### config.mk
export PLATFORM = sky130hd
export DESIGN_NAME = if_id_skid_stage
export DESIGN_NICKNAME = d
export VERILOG_FILES = /design/src/rtl/if_id_skid_stage_pkg.sv /design/src/rtl/if_id_skid_stage_lane_popcount.sv /design/src/rtl/if_id_skid_stage.sv
export SDC_FILE = /design/constraint.sdc
export NUM_CORES = 1
export LEC_CHECK = 0
export ABC_AREA = 0
export CORE_ASPECT_RATIO = 1.75
export CORE_MARGIN = 2
export CORE_UTILIZATION = 60
export DETAILED_ROUTE_END_ITERATION = 10
export DONT_BUFFER_PORTS = 1
export GPL_TIMING_DRIVEN = 1
export PLACE_DENSITY = 0.76
export SLEW_MARGIN = 20
export SYNTH_ARGS = -nofsm -noshare
export SYNTH_HDL_FRONTEND = slang
export SYNTH_SLANG_ARGS = --single-unit
export TNS_END_PERCENT = 30
### constraint.sdc
create_clock -name CLK -period 9.5 [get_ports CLK]
set_input_delay 2.375 -clock CLK [delete_from_list [all_inputs] [get_ports CLK]]
set_output_delay 2.375 -clock CLK [all_outputs]
set_load 0.005 [all_outputs]
### src/rtl/if_id_skid_stage_pkg.sv
//------------------------------------------------------------------------------
// Module   : if_id_skid_stage_pkg
// Brief    : Shared constants, state encoding and helpers for the IF->ID stage.
// Revision : 1.0 - initial release
//------------------------------------------------------------------------------
`default_nettype none

package if_id_skid_stage_pkg;

  localparam logic [31:0] c_NOP = 32'h0;

  localparam int c_DEF_LANES = 2;
  localparam int c_DEF_IW    = 32;
  localparam int c_DEF_AW    = 32;
  localparam int c_DEF_CNT_W = 16;

  typedef enum logic [1:0] {
    ST_EMPTY = 2'd0,
    ST_ONE   = 2'd1,
    ST_FULL  = 2'd2
  } state_t;

  // Bits needed to hold a count of 0..lanes set bits.
  function automatic int popcnt_width(input int lanes);
    return $clog2(lanes + 1);
  endfunction

endpackage

`default_nettype wire

### src/rtl/if_id_skid_stage_lane_popcount.sv
//------------------------------------------------------------------------------
// Module   : if_id_skid_stage_lane_popcount
// Brief    : Combinational population count of a per-lane valid vector.
// Revision : 1.0 - initial release
//------------------------------------------------------------------------------
`default_nettype none

module if_id_skid_stage_lane_popcount
  import if_id_skid_stage_pkg::*;
#(
  parameter int LANES = c_DEF_LANES,
  parameter int CW    = popcnt_width(LANES)
) (
  input  logic [LANES-1:0] i_vec,
  output logic [CW-1:0]    o_count
);

  always_comb begin
    o_count = '0;
    for (int i = 0; i < LANES; i++) begin
      o_count = o_count + CW'(i_vec[i]);
    end
  end

endmodule

`default_nettype wire

### src/rtl/if_id_skid_stage.sv
//------------------------------------------------------------------------------
// Module   : if_id_skid_stage
// Brief    : Multi-lane IF->ID pipeline latch with 2-entry skid buffer,
//            registered upstream ready, synchronous flush and stall counter.
// Revision : 1.0 - initial release
//------------------------------------------------------------------------------
`default_nettype none

module if_id_skid_stage
  import if_id_skid_stage_pkg::*;
#(
  parameter int LANES = c_DEF_LANES,
  parameter int IW    = c_DEF_IW,
  parameter int AW    = c_DEF_AW,
  parameter int CNT_W = c_DEF_CNT_W
) (
  input  logic                CLK,
  input  logic                RESET,
  input  logic                FLUSH,
  input  logic                STALL,
  input  logic                Valid_IF,
  output logic                Ready_IF,
  input  logic [LANES*IW-1:0] Instr_IF,
  input  logic [LANES-1:0]    Lane_Valid_IF,
  input  logic [AW-1:0]       Instr_PC_IF,
  output logic                Valid_OUT,
  output logic [LANES*IW-1:0] Instr_OUT,
  output logic [LANES-1:0]    Lane_Valid_OUT,
  output logic [AW-1:0]       Instr_PC_OUT,
  output logic [AW-1:0]       Instr_PC_Plus4,
  output logic [CNT_W-1:0]    Stall_Cnt
);

  localparam int CW = popcnt_width(LANES);

  state_t              r_state;
  logic                r_ready;
  logic [LANES*IW-1:0] r_main_instr;
  logic [LANES-1:0]    r_main_lv;
  logic [AW-1:0]       r_main_pc;
  logic [AW-1:0]       r_main_pc4;
  logic [LANES*IW-1:0] r_skid_instr;
  logic [LANES-1:0]    r_skid_lv;
  logic [AW-1:0]       r_skid_pc;
  logic [CNT_W-1:0]    r_stall_cnt;

  logic                w_accept;
  logic                w_valid_out;
  logic                w_pop;
  logic                w_from_skid;
  logic [LANES*IW-1:0] w_in_instr;
  logic [LANES*IW-1:0] w_load_instr;
  logic [LANES-1:0]    w_load_lv;
  logic [AW-1:0]       w_load_pc;
  logic [AW-1:0]       w_load_pc4;
  logic [CW-1:0]       w_load_cnt;

  assign w_accept    = Valid_IF && r_ready;
  assign w_valid_out = (r_state != ST_EMPTY);
  assign w_pop       = w_valid_out && !STALL;

  // Invalid lanes are stored as NOP so ID never decodes stale bits.
  for (genvar g = 0; g < LANES; g++) begin : g_lane_mask
    assign w_in_instr[g*IW +: IW] = Lane_Valid_IF[g] ? Instr_IF[g*IW +: IW] : IW'(c_NOP);
  end

  // Main is only ever refilled from skid while FULL; otherwise from the input.
  assign w_from_skid  = (r_state == ST_FULL);
  assign w_load_instr = w_from_skid ? r_skid_instr : w_in_instr;
  assign w_load_lv    = w_from_skid ? r_skid_lv    : Lane_Valid_IF;
  assign w_load_pc    = w_from_skid ? r_skid_pc    : Instr_PC_IF;

  if_id_skid_stage_lane_popcount #(
    .LANES (LANES),
    .CW    (CW)
  ) u_lane_popcount (
    .i_vec   (w_load_lv),
    .o_count (w_load_cnt)
  );

  assign w_load_pc4 = w_load_pc + (AW'(w_load_cnt) << 2);

  always_ff @(posedge CLK) begin
    if (!RESET) begin
      r_state      <= ST_EMPTY;
      r_ready      <= 1'b1;
      r_main_instr <= '0;
      r_main_lv    <= '0;
      r_main_pc    <= '0;
      r_main_pc4   <= '0;
      r_skid_instr <= '0;
      r_skid_lv    <= '0;
      r_skid_pc    <= '0;
      r_stall_cnt  <= '0;
    end else begin
      if (w_valid_out && STALL && (r_stall_cnt != {CNT_W{1'b1}})) begin
        r_stall_cnt <= r_stall_cnt + 1'b1;
      end

      if (FLUSH) begin
        r_state      <= ST_EMPTY;
        r_ready      <= 1'b1;
        r_main_instr <= '0;
        r_main_lv    <= '0;
        r_main_pc    <= '0;
        r_main_pc4   <= '0;
        r_skid_instr <= '0;
        r_skid_lv    <= '0;
        r_skid_pc    <= '0;
      end else begin
        unique case (r_state)
          ST_EMPTY: begin
            if (w_accept) begin
              r_state      <= ST_ONE;
              r_main_instr <= w_load_instr;
              r_main_lv    <= w_load_lv;
              r_main_pc    <= w_load_pc;
              r_main_pc4   <= w_load_pc4;
            end
          end
          ST_ONE: begin
            if (w_accept && w_pop) begin
              r_main_instr <= w_load_instr;
              r_main_lv    <= w_load_lv;
              r_main_pc    <= w_load_pc;
              r_main_pc4   <= w_load_pc4;
            end else if (w_accept) begin
              r_state      <= ST_FULL;
              r_ready      <= 1'b0;
              r_skid_instr <= w_in_instr;
              r_skid_lv    <= Lane_Valid_IF;
              r_skid_pc    <= Instr_PC_IF;
            end else if (w_pop) begin
              r_state      <= ST_EMPTY;
              r_main_instr <= '0;
              r_main_lv    <= '0;
              r_main_pc    <= '0;
              r_main_pc4   <= '0;
            end
          end
          ST_FULL: begin
            if (w_pop) begin
              r_state      <= ST_ONE;
              r_ready      <= 1'b1;
              r_main_instr <= w_load_instr;
              r_main_lv    <= w_load_lv;
              r_main_pc    <= w_load_pc;
              r_main_pc4   <= w_load_pc4;
              r_skid_instr <= '0;
              r_skid_lv    <= '0;
              r_skid_pc    <= '0;
            end
          end
          default: begin
            r_state <= ST_EMPTY;
            r_ready <= 1'b1;
          end
        endcase
      end
    end
  end

  assign Ready_IF       = r_ready;
  assign Valid_OUT      = w_valid_out;
  assign Instr_OUT      = r_main_instr;
  assign Lane_Valid_OUT = r_main_lv;
  assign Instr_PC_OUT   = r_main_pc;
  assign Instr_PC_Plus4 = r_main_pc4;
  assign Stall_Cnt      = r_stall_cnt;

endmodule

`default_nettype wire

==> flow_summary.yaml, run 1 <==
synth:
  synthCells: 1312
  seq_area_frac_synth_pct: 46.4
  synth_seq_cells: 245
  synth_edf_count: 0
  yosys-top-cells-count: "245 x dfxtp_1, 222 x nor2_1, 192 x a21oi_1"
  syn-num-nets: 1420
  yosysTopAreaCell: "dfxtp_1"
  syn_avg_cell_area_um2: 8.06
  synth.most_common_cell: "dfxtp_1"
  yosys_warnings: 0
  async_reset_ff_share_pct: 0
  synth_cell_type_count: 57
  netlist_area_um2: 10600
  synth_top_cells_by_area: "dfxtp_1 46%, a21oi_1 9.1%, nor2_1 7.9%"
  dominantRegCellSynth: "dfxtp_1"
  synth_top_area_share_pct: 46.4
route:
  routedWlPerCell_um: 18.4
  drc_errors: 0
  drt_pass1_iterations: 6
  ant_nets: 0
  drt_iter0_drc: 427
  vias: 8905
  totalWireLength_mm: 27.2
  vias_per_cell: 6.01
setup_path:
  reg2reg_depth: 7
  r2r_slack_ps: 5500
  cp-end-kind: "flop"
  arrival_ps: 5250
  rr_endpoint: "Instr_PC_Plus4[23]"
  worstPathRequired_ps: 9870
  crit_fanout: 66
  crit_type: "input port to flop"
  r2r-start: "r_state[0]"
  setup.worst_path.start_class: "input port"
placement:
  io_buffers: 0
  place_ws_ps: 4120
  dp_hpwl_mm: 17.8
  dp.cells: 1443
  place.gp.congestion: 0.841
die:
  dieArea_um2: 18700
  rows: 64
  fp.dieW_um: 104
  io_pins: 251
  initial_core_util_pct: 60.9
  die_h_um: 180
  core_um2: 17400
cts:
  cts_resized: 0
  clkSlewWorstSetupHoldPaths_ps: 70
  clock-sinks: 245
  clock-root-buffer: "clkbuf_16"
  holdBufCountCts: 0
  cts_buffers: 22
  clockBufferDepth: 3
  clk_latency_ps: 500
  tritoncts: "yes"
  post_cts_buffers: 0
  htreeDepth: 1
power:
  irDropWorstVdd_v: 0.000148
  powerDensity_nw_per_um2: 183
  p_leak_nw: 3.95
global_route:
  grt.overflow.total: 0
  grt_pass1_wl_mm: 43.3
  grt_pass1_vias: 8249
  grt_max_degree: 99
  track_usage_pct: 27.8
  antenna_found_initial: 1
min_path:
  whs_endpoint: "r_skid_instr[54]"
  hp-class: "flop to flop"
  holdPathStages: 2
  hold_start: "r_skid_instr[54]"
run_status:
  status: "finished clean"
timing:
  hold_violations: 0
  max_slew_margin_pct: 31.9
  period_minus_slack_ps: 4880
  setup-violations-final: 0
  fin_tns_setup_ps: 0
  fin_worst_skew_ps: 7.22
  rsz0062_at_grt: "false"
  max_freq_mhz: 205
  setup_slack_ps: 4620
  fin_crit_sh_pct: 51.4
  drv_slew: 0
  tightest_slew_ps: 1020
layout:
  drive_above_1_share_pct: 5.60
  nets: 1344
  areaGrowthSynthToFinish_pct: 5.64
  fillCellCount: 1558
  fin_cells: 1482
flow_run:
  cap_violations: 0
[registers in the layout, summed over array words and instances (netlist names), 16 cells and up]
| register | cells |
|---|---|
| Instr_OUT | 64 |
| r_skid_instr | 64 |
| Instr_PC_OUT | 32 |
| r_skid_pc | 32 |
| Instr_PC_Plus4 | 30 |
| Stall_Cnt | 16 |
[metal layers]
metal  track usage [%]  wire (um)  part of all wire [%]
met1              31.7      10000                    37
met2              48.9      13900                    51
met4              10.4       1000                   3.7
met5                 0          0                     0
met3              7.69       2340                   8.6
[final cells by class]
type	count	area [um2]	share of cell area [%]
Clock inverter	1	5.00	0.0448
Inverter	5	18.8	0.168
Multi-Input combinational cell	950	5190	46.5
Antenna cell	1	2.50	0.0224
Sequential cell	245	4900	43.9
Timing Repair Buffer	12	90.1	0.806
Clock buffer	37	668	5.98
Tap cell	231	289	2.59
[critical path, stage by stage]
cell     delay (ps)
and2_2          140
buf_4           320
a21o_1          270
ha_1            280
ha_1            150
inv_1            50
fa_1            460
a211o_1         500
nor4_1          430
xor2_1          180
o21ai_1          70
[power breakdown]
part	total [mW]	switching, mW	internal, mW
Clock	0.846	0.370	0.476
Sequential	1.06	0.0152	1.04
Combinational	0.143	0.0995	0.0436
[placed cells by master (no fill, tap or decap), types with 2 or more instances in the layout]
| master | netlist | routed |
|---|---|---|
| a211o_1 | 3 | 3 |
| mux2i_1 | 26 | 26 |
| buf_4 | 5 | 12 |
| o21ai_1 | 3 | 3 |
| mux2i_2 | 3 | 3 |
| and4_1 | 4 | 4 |
| a22oi_1 | 84 | 84 |
| and2_2 | 0 | 2 |
| nor3_1 | 6 | 6 |
| clkbuf_16 | 0 | 23 |
| and3_1 | 7 | 7 |
| a22o_1 | 2 | 2 |
| and2_1 | 5 | 2 |
| nor3b_1 | 3 | 3 |
| a211oi_1 | 2 | 2 |
| clkbuf_1 | 73 | 10 |
| a31oi_1 | 3 | 3 |
| xnor2_1 | 20 | 20 |
| nand2b_1 | 4 | 3 |
| mux2i_4 | 3 | 3 |
| nand4_4 | 2 | 2 |
| xor2_1 | 18 | 18 |
| nand3_1 | 110 | 110 |
| mux2_2 | 5 | 5 |
| dfxtp_1 | 245 | 245 |
| ha_1 | 4 | 4 |
| a21o_1 | 2 | 2 |
| a21oi_1 | 192 | 192 |
| nor2_1 | 222 | 222 |
| o21ai_0 | 15 | 15 |
| and2_4 | 1 | 2 |
| nand2b_4 | 1 | 2 |
| nand2_1 | 166 | 166 |
| nor4_1 | 3 | 3 |
| inv_1 | 5 | 5 |
| clkbuf_8 | 0 | 4 |
| and4bb_2 | 2 | 2 |
| nand4_1 | 10 | 10 |
[through the flow]
| step | utilization (%) | hold slack (ps) | area, um2 | total power, mW |
|---|---|---|---|---|
| after floorplan | - | 429 | 10600 | 1.19 |
| final | 64.3 | 450 | 11200 | 2.05 |
| after CTS | 64.3 | 453 | 11200 | 2.06 |
| after global routing | 64.3 | 466 | 11200 | 2.12 |
| after detailed placement | 60.4 | 444 | 10500 | 1.22 |
| after global placement | 60.4 | 435 | 10500 | 1.22 |
[worst max-delay path by stage]
stage / slack (ps) / to / startpoint
floorplan: 4640 / Instr_PC_Plus4[28] / Lane_Valid_IF[0]
global placement: 4160 / Instr_PC_Plus4[24] / Lane_Valid_IF[0]
detailed placement: 4120 / Instr_PC_Plus4[24] / Lane_Valid_IF[0]
CTS: 4640 / Instr_PC_Plus4[24] / Lane_Valid_IF[0]
global route: 4430 / Instr_PC_Plus4[24] / Lane_Valid_IF[0]
finish: 4620 / Instr_PC_Plus4[24] / Lane_Valid_IF[0]
[kinds of logic after synthesis]
group	count (synthesis)	synth area share (%)
muxes	37	4.02
adders and majority gates	5	0.663
DFF	245	46.4
and+or+nand+nor	555	23.2
AOI/OAI and AO/OA	315	17.7
buffers and inverters	117	4.86
xor gates and xnor gates	38	3.15
Power figures use the tool's default switching activity.
==> inputs of run 2 (changes only) <==
clock period = 4.65 ns   (was 9.5 ns; I/O delays follow)
==> run 2 against run 1 <==
Net effect: register-to-register slack got worse by 4400 ps; worst hold slack improved by 1.6 ps; wire length increased by 2.6%; critical path depth is the same; critical endpoint is now Instr_PC_Plus4[30].
==> flow_summary.yaml, run 2 (synthesis gave the netlist of run 1 again) <==
cts:
  tritoncts: "yes"
  clock-root-buffer: "clkbuf_16"
  post_cts_buffers: 0
  cts_resized: 0
  holdBufCountCts: 0
  htreeDepth: 1
  clockBufferDepth: 3
  clk_latency_ps: 500
  cts_buffers: 21
  clkSlewWorstSetupHoldPaths_ps: 70
  clock-sinks: 245
die:
  die_h_um: 180
  io_pins: 251
  initial_core_util_pct: 60.9
  fp.dieW_um: 104
  rows: 64
  dieArea_um2: 18700
  core_um2: 17400
setup_path:
  r2r_slack_ps: 1060
  crit_type: "flop to flop"
  arrival_ps: 3980
  crit_fanout: 20
  rr_endpoint: "Instr_PC_Plus4[30]"
  cp-end-kind: "flop"
  worstPathRequired_ps: 5040
  reg2reg_depth: 11
  r2r-start: "r_state[1]"
  setup.worst_path.start_class: "flop"
power:
  p_sw_mw: 1.01
  powerDensity_nw_per_um2: 391
  seq_power_share_pct: 48.9
  finalPower_mw: 4.43
  p_leak_nw: 4.04
  p_comb_share_pct: 6.7
  swShare_pct: 22.8
  irDropWorstVdd_v: 0.000341
  p_int_mw: 3.42
  pwr-share-clk_pct: 44.4
min_path:
  holdPathStages: 2
  whs_endpoint: "r_skid_pc[15]"
  hp-class: "flop to flop"
  hold_start: "r_skid_pc[15]"
global_route:
  grt_pass1_vias: 8595
  grt_pass1_wl_mm: 44.4
  track_usage_pct: 28.6
  grt.overflow.total: 0
  antenna_found_initial: 1
  grt_max_degree: 95
layout:
  areaGrowthSynthToFinish_pct: 7.10
  final_cell_mix: "245 x dfxtp_1, 222 x nor2_1, 192 x a21oi_1"
  mostFrequentLayoutCell: "dfxtp_1"
  nets: 1349
  drive_above_1_share_pct: 6.77
  fillCellCount: 1524
  diodes: 0
placement:
  dp_hpwl_mm: 18.2
  io_buffers: 0
  place.gp.congestion: 0.864
timing:
  fin_tns_setup_ps: 0
  period_minus_slack_ps: 3590
  fin_worst_skew_ps: 12.2
  setup-violations-final: 0
  max_freq_mhz: 279
  tightest_slew_ps: 1080
  rsz0062_at_grt: "false"
  hold_violations: 0
  drv_slew: 0
  max_slew_margin_pct: 28.1
  fin_crit_sh_pct: 77.1
route:
  ant_nets: 0
  vias_per_cell: 6.09
  drc_errors: 0
  routedWlPerCell_um: 18.8
  drt_iter0_drc: 578
  vias: 9049
  totalWireLength_mm: 27.9
  drt_pass1_iterations: 5
flow_run:
  cap_violations: 0
run_status:
  status: "finished clean"
==> run 2: how the worst max path moves through the flow <==
stage	from	endpoint	slack (ps)	cells after the start
floorplan	Lane_Valid_IF[0]	Instr_PC_Plus4[28]	1000	12
detailed placement	Lane_Valid_IF[0]	Instr_PC_Plus4[30]	860	10
CTS	r_state[1]	Instr_PC_Plus4[30]	1080	11
global route	r_state[1]	Instr_PC_Plus4[26]	820	11
global placement	Lane_Valid_IF[0]	Instr_PC_Plus4[28]	920	10
finish	r_state[1]	Instr_PC_Plus4[30]	1060	11
==> run 2: worst max-delay path, stage by stage (launching register included) <==
cell and delay (ps):
dfxtp_1 580, nand2b_4 250, and2_2 270, a21o_1 170
ha_1 280, ha_1 160, inv_1 50, fa_1 450
a211o_1 510, nor4_2 420, xnor2_1 130, a22o_1 200
==> run 2: metrics by stage <==
stage               setup slack [ps]  utilization [%]  hold slack, ps  instances  area (um2)
finish                          1060             65.2             452       1486       11300
global placement                 921             60.7             435       1449       10500
floorplan                       1000                -             429       1312       10600
CTS                             1080             65.2             452       1486       11300
detailed placement               863             60.7             442       1449       10500
global route                     820             65.2             467       1486       11300
==> run 2: cell type report <==
cell class                      count  area (um2)  share of cell area [%]
Multi-Input combinational cell    950        5190                    45.9
Timing Repair Buffer               18         135                    1.19
Sequential cell                   245        4900                    43.3
Tap cell                          231         289                    2.55
Clock buffer                       30         649                    5.73
Inverter                            5        18.8                   0.166
Clock inverter                      7         135                    1.19
==> run 2: per-layer routing <==
layer	up-vias	global-route usage (%)	share of wire [%]
met5	-	0	0.047
met4	2	14.7	5.1
met3	84	7.65	7.8
met2	340	49.9	50
met1	4256	31.5	37
li1	4367	-	-
==> run 2: power groups by stage <==
| stage | registers [mW] | logic [mW] | clock network (mW) |
|---|---|---|---|
| detailed placement | 2.21 | 0.295 | 0 |
| floorplan | 2.20 | 0.239 | 0 |
| global placement | 2.21 | 0.291 | 0 |
| global route | 2.17 | 0.333 | 2.06 |
| CTS | 2.16 | 0.297 | 1.99 |
| finish | 2.16 | 0.298 | 1.96 |
==> inputs of run 3 (changes only) <==
CORE_UTILIZATION = 57   (was 60)
PLACE_DENSITY = 0.75   (was 0.76)
clock period = 3.25 ns   (was 4.65 ns; I/O delays follow)
==> run 3 against run 2 <==
Net effect: sequential power grew 44%; fmax grew 20%; first-iteration DRC count shrank 3.5%; critical endpoint is now Instr_PC_Plus4[23]; critical path type unchanged; largest cell class unchanged; total power grew 38%; die area increased by 5.1%.
==> flow_summary.yaml, run 3 (synthesis gave the netlist of run 1 again) <==
power:
  irDropWorstVdd_v: 0.000429
  p_comb_share_pct: 7.3
  pwr-share-clk_pct: 42.1
  finalPower_mw: 6.12
  swShare_pct: 24.0
  powerDensity_nw_per_um2: 536
  p_leak_nw: 4.08
  seq_power_share_pct: 50.6
  p_int_mw: 4.65
  p_sw_mw: 1.47
global_route:
  grt.overflow.total: 0
  grt_pass1_vias: 8471
  track_usage_pct: 27.6
  grt_max_degree: 112
  grt_pass1_wl_mm: 44.1
  antenna_found_initial: 1
setup_path:
  reg2reg_depth: 10
  rr_endpoint: "Instr_PC_Plus4[23]"
  crit_fanout: 38
  crit_type: "flop to flop"
  r2r_slack_ps: 260
  endpoint: "Instr_PC_Plus4[23]"
  crit_path_start: "r_state[0]"
  r2r-start: "r_state[0]"
  worstPathRequired_ps: 3650
  cp-end-kind: "flop"
  setup.worst_path.start_class: "flop"
  arrival_ps: 3380
placement:
  dp.cells: 1460
  io_buffers: 0
  place.gp.congestion: 0.914
  dp_hpwl_mm: 18.4
cts:
  post_cts_buffers: 0
  clock-root-buffer: "clkbuf_16"
  clock-sinks: 245
  cts_buffers: 22
  htreeDepth: 1
  cts_resized: 0
  clk_latency_ps: 510
  clockBufferDepth: 3
  holdBufCountCts: 0
  tritoncts: "yes"
  clkSlewWorstSetupHoldPaths_ps: 70
timing:
  period_minus_slack_ps: 2990
  fin_worst_skew_ps: 11.0
  hold_violations: 0
  setup-violations-final: 0
  fin_crit_sh_pct: 91.9
  fin_tns_setup_ps: 0
  tightest_slew_ps: 729
  max_slew_margin_pct: 50.0
  drv_slew: 0
  rsz0062_at_grt: "false"
  max_freq_mhz: 335
route:
  routedWlPerCell_um: 18.9
  vias_per_cell: 6.02
  totalWireLength_mm: 28.3
  drc_errors: 0
  drt_iter0_drc: 558
  vias: 9036
  drt_pass1_iterations: 5
  ant_nets: 0
die:
  die_h_um: 184
  dieArea_um2: 19700
  initial_core_util_pct: 58.3
  rows: 65
  core_um2: 18100
  fp.dieW_um: 107
  io_pins: 251
layout:
  nets: 1358
  final_util_pct: 63.0
  drive_above_1_share_pct: 7.66
  fin_cells: 1501
  final_cell_mix: "245 x dfxtp_1, 222 x nor2_1, 192 x a21oi_1"
  mostFrequentLayoutCell: "dfxtp_1"
  areaGrowthSynthToFinish_pct: 8.03
min_path:
  hp-class: "input port to flop"
  holdPathStages: 1
flow_run:
  cap_violations: 0
run_status:
  status: "finished clean"
-- run 3: cell types whose count changed in the layout (fill, tap and decap cells not counted), moves of 3 or more --
cell / before / now
buf_12: 0 / 6
bufinv_16: 4 / 0
clkbuf_1: 0 / 3
clkinv_2: 3 / 6
nor4_1: 3 / 0
nor4_2: 1 / 4
-- run 3: how the worst min path moves through the flow --
stage / from / endpoint / slack, ps
after floorplan: r_skid_pc[15] / r_skid_pc[15] / 430
after global placement: r_skid_pc[25] / r_skid_pc[25] / 440
after detailed placement: r_skid_instr[54] / r_skid_instr[54] / 440
after CTS: RESET / Stall_Cnt[14] / 420
after global routing: RESET / Stall_Cnt[14] / 430
final: RESET / Stall_Cnt[14] / 430
-- run 3: per-stage QoR --
step,hold slack [ps],instance area (um2),worst slack (ps)
2_1_floorplan,429,10600,2.94
3_3_place_gp,435,10700,106
3_5_place_dp,444,10700,88.7
4_1_cts,420,11400,283
5_1_grt,427,11400,36.6
6_report,435,11400,263
-- run 3: final cells by class --
type	count	area, um2
fill	1584	6710
multi-input combinational	950	5220
sequential	245	4900
clock buffer	33	683
tap	234	293
timing repair buffer	26	270
clock inverter	7	37.5
inverter	5	18.8
antenna	1	2.50
-- run 3: power groups by stage --
stage / clock network (mW) / registers, mW / logic, mW
2_1_floorplan: 0 / 3.15 / 0.343
6_report: 2.58 / 3.10 / 0.448
3_5_place_dp: 0 / 3.17 / 0.444
5_1_grt: 2.74 / 3.10 / 0.496
3_3_place_gp: 0 / 3.16 / 0.437
4_1_cts: 2.62 / 3.10 / 0.446
-- run 3: worst max-delay path, cell delays in order, from the launching register on --
cell	delay, ps
dfxtp_1	330
nand2b_4	130
buf_4	430
mux2i_1	370
inv_1	120
ha_1	290
a21oi_1	80
a211oi_1	310
nand4_1	160
or3_1	390
a32o_1	260
-- run 3: per-layer routing --
metal | share of wire, % | up-vias | track usage [%] | wire length [um]
met5 | 0 | - | 0 | 0
met4 | 4.5 | 0 | 12.3 | 1270
met3 | 8.5 | 76 | 7.14 | 2410
met2 | 51 | 335 | 49.1 | 14400
met1 | 36 | 4243 | 30.6 | 10200
li1 | - | 4382 | - | -
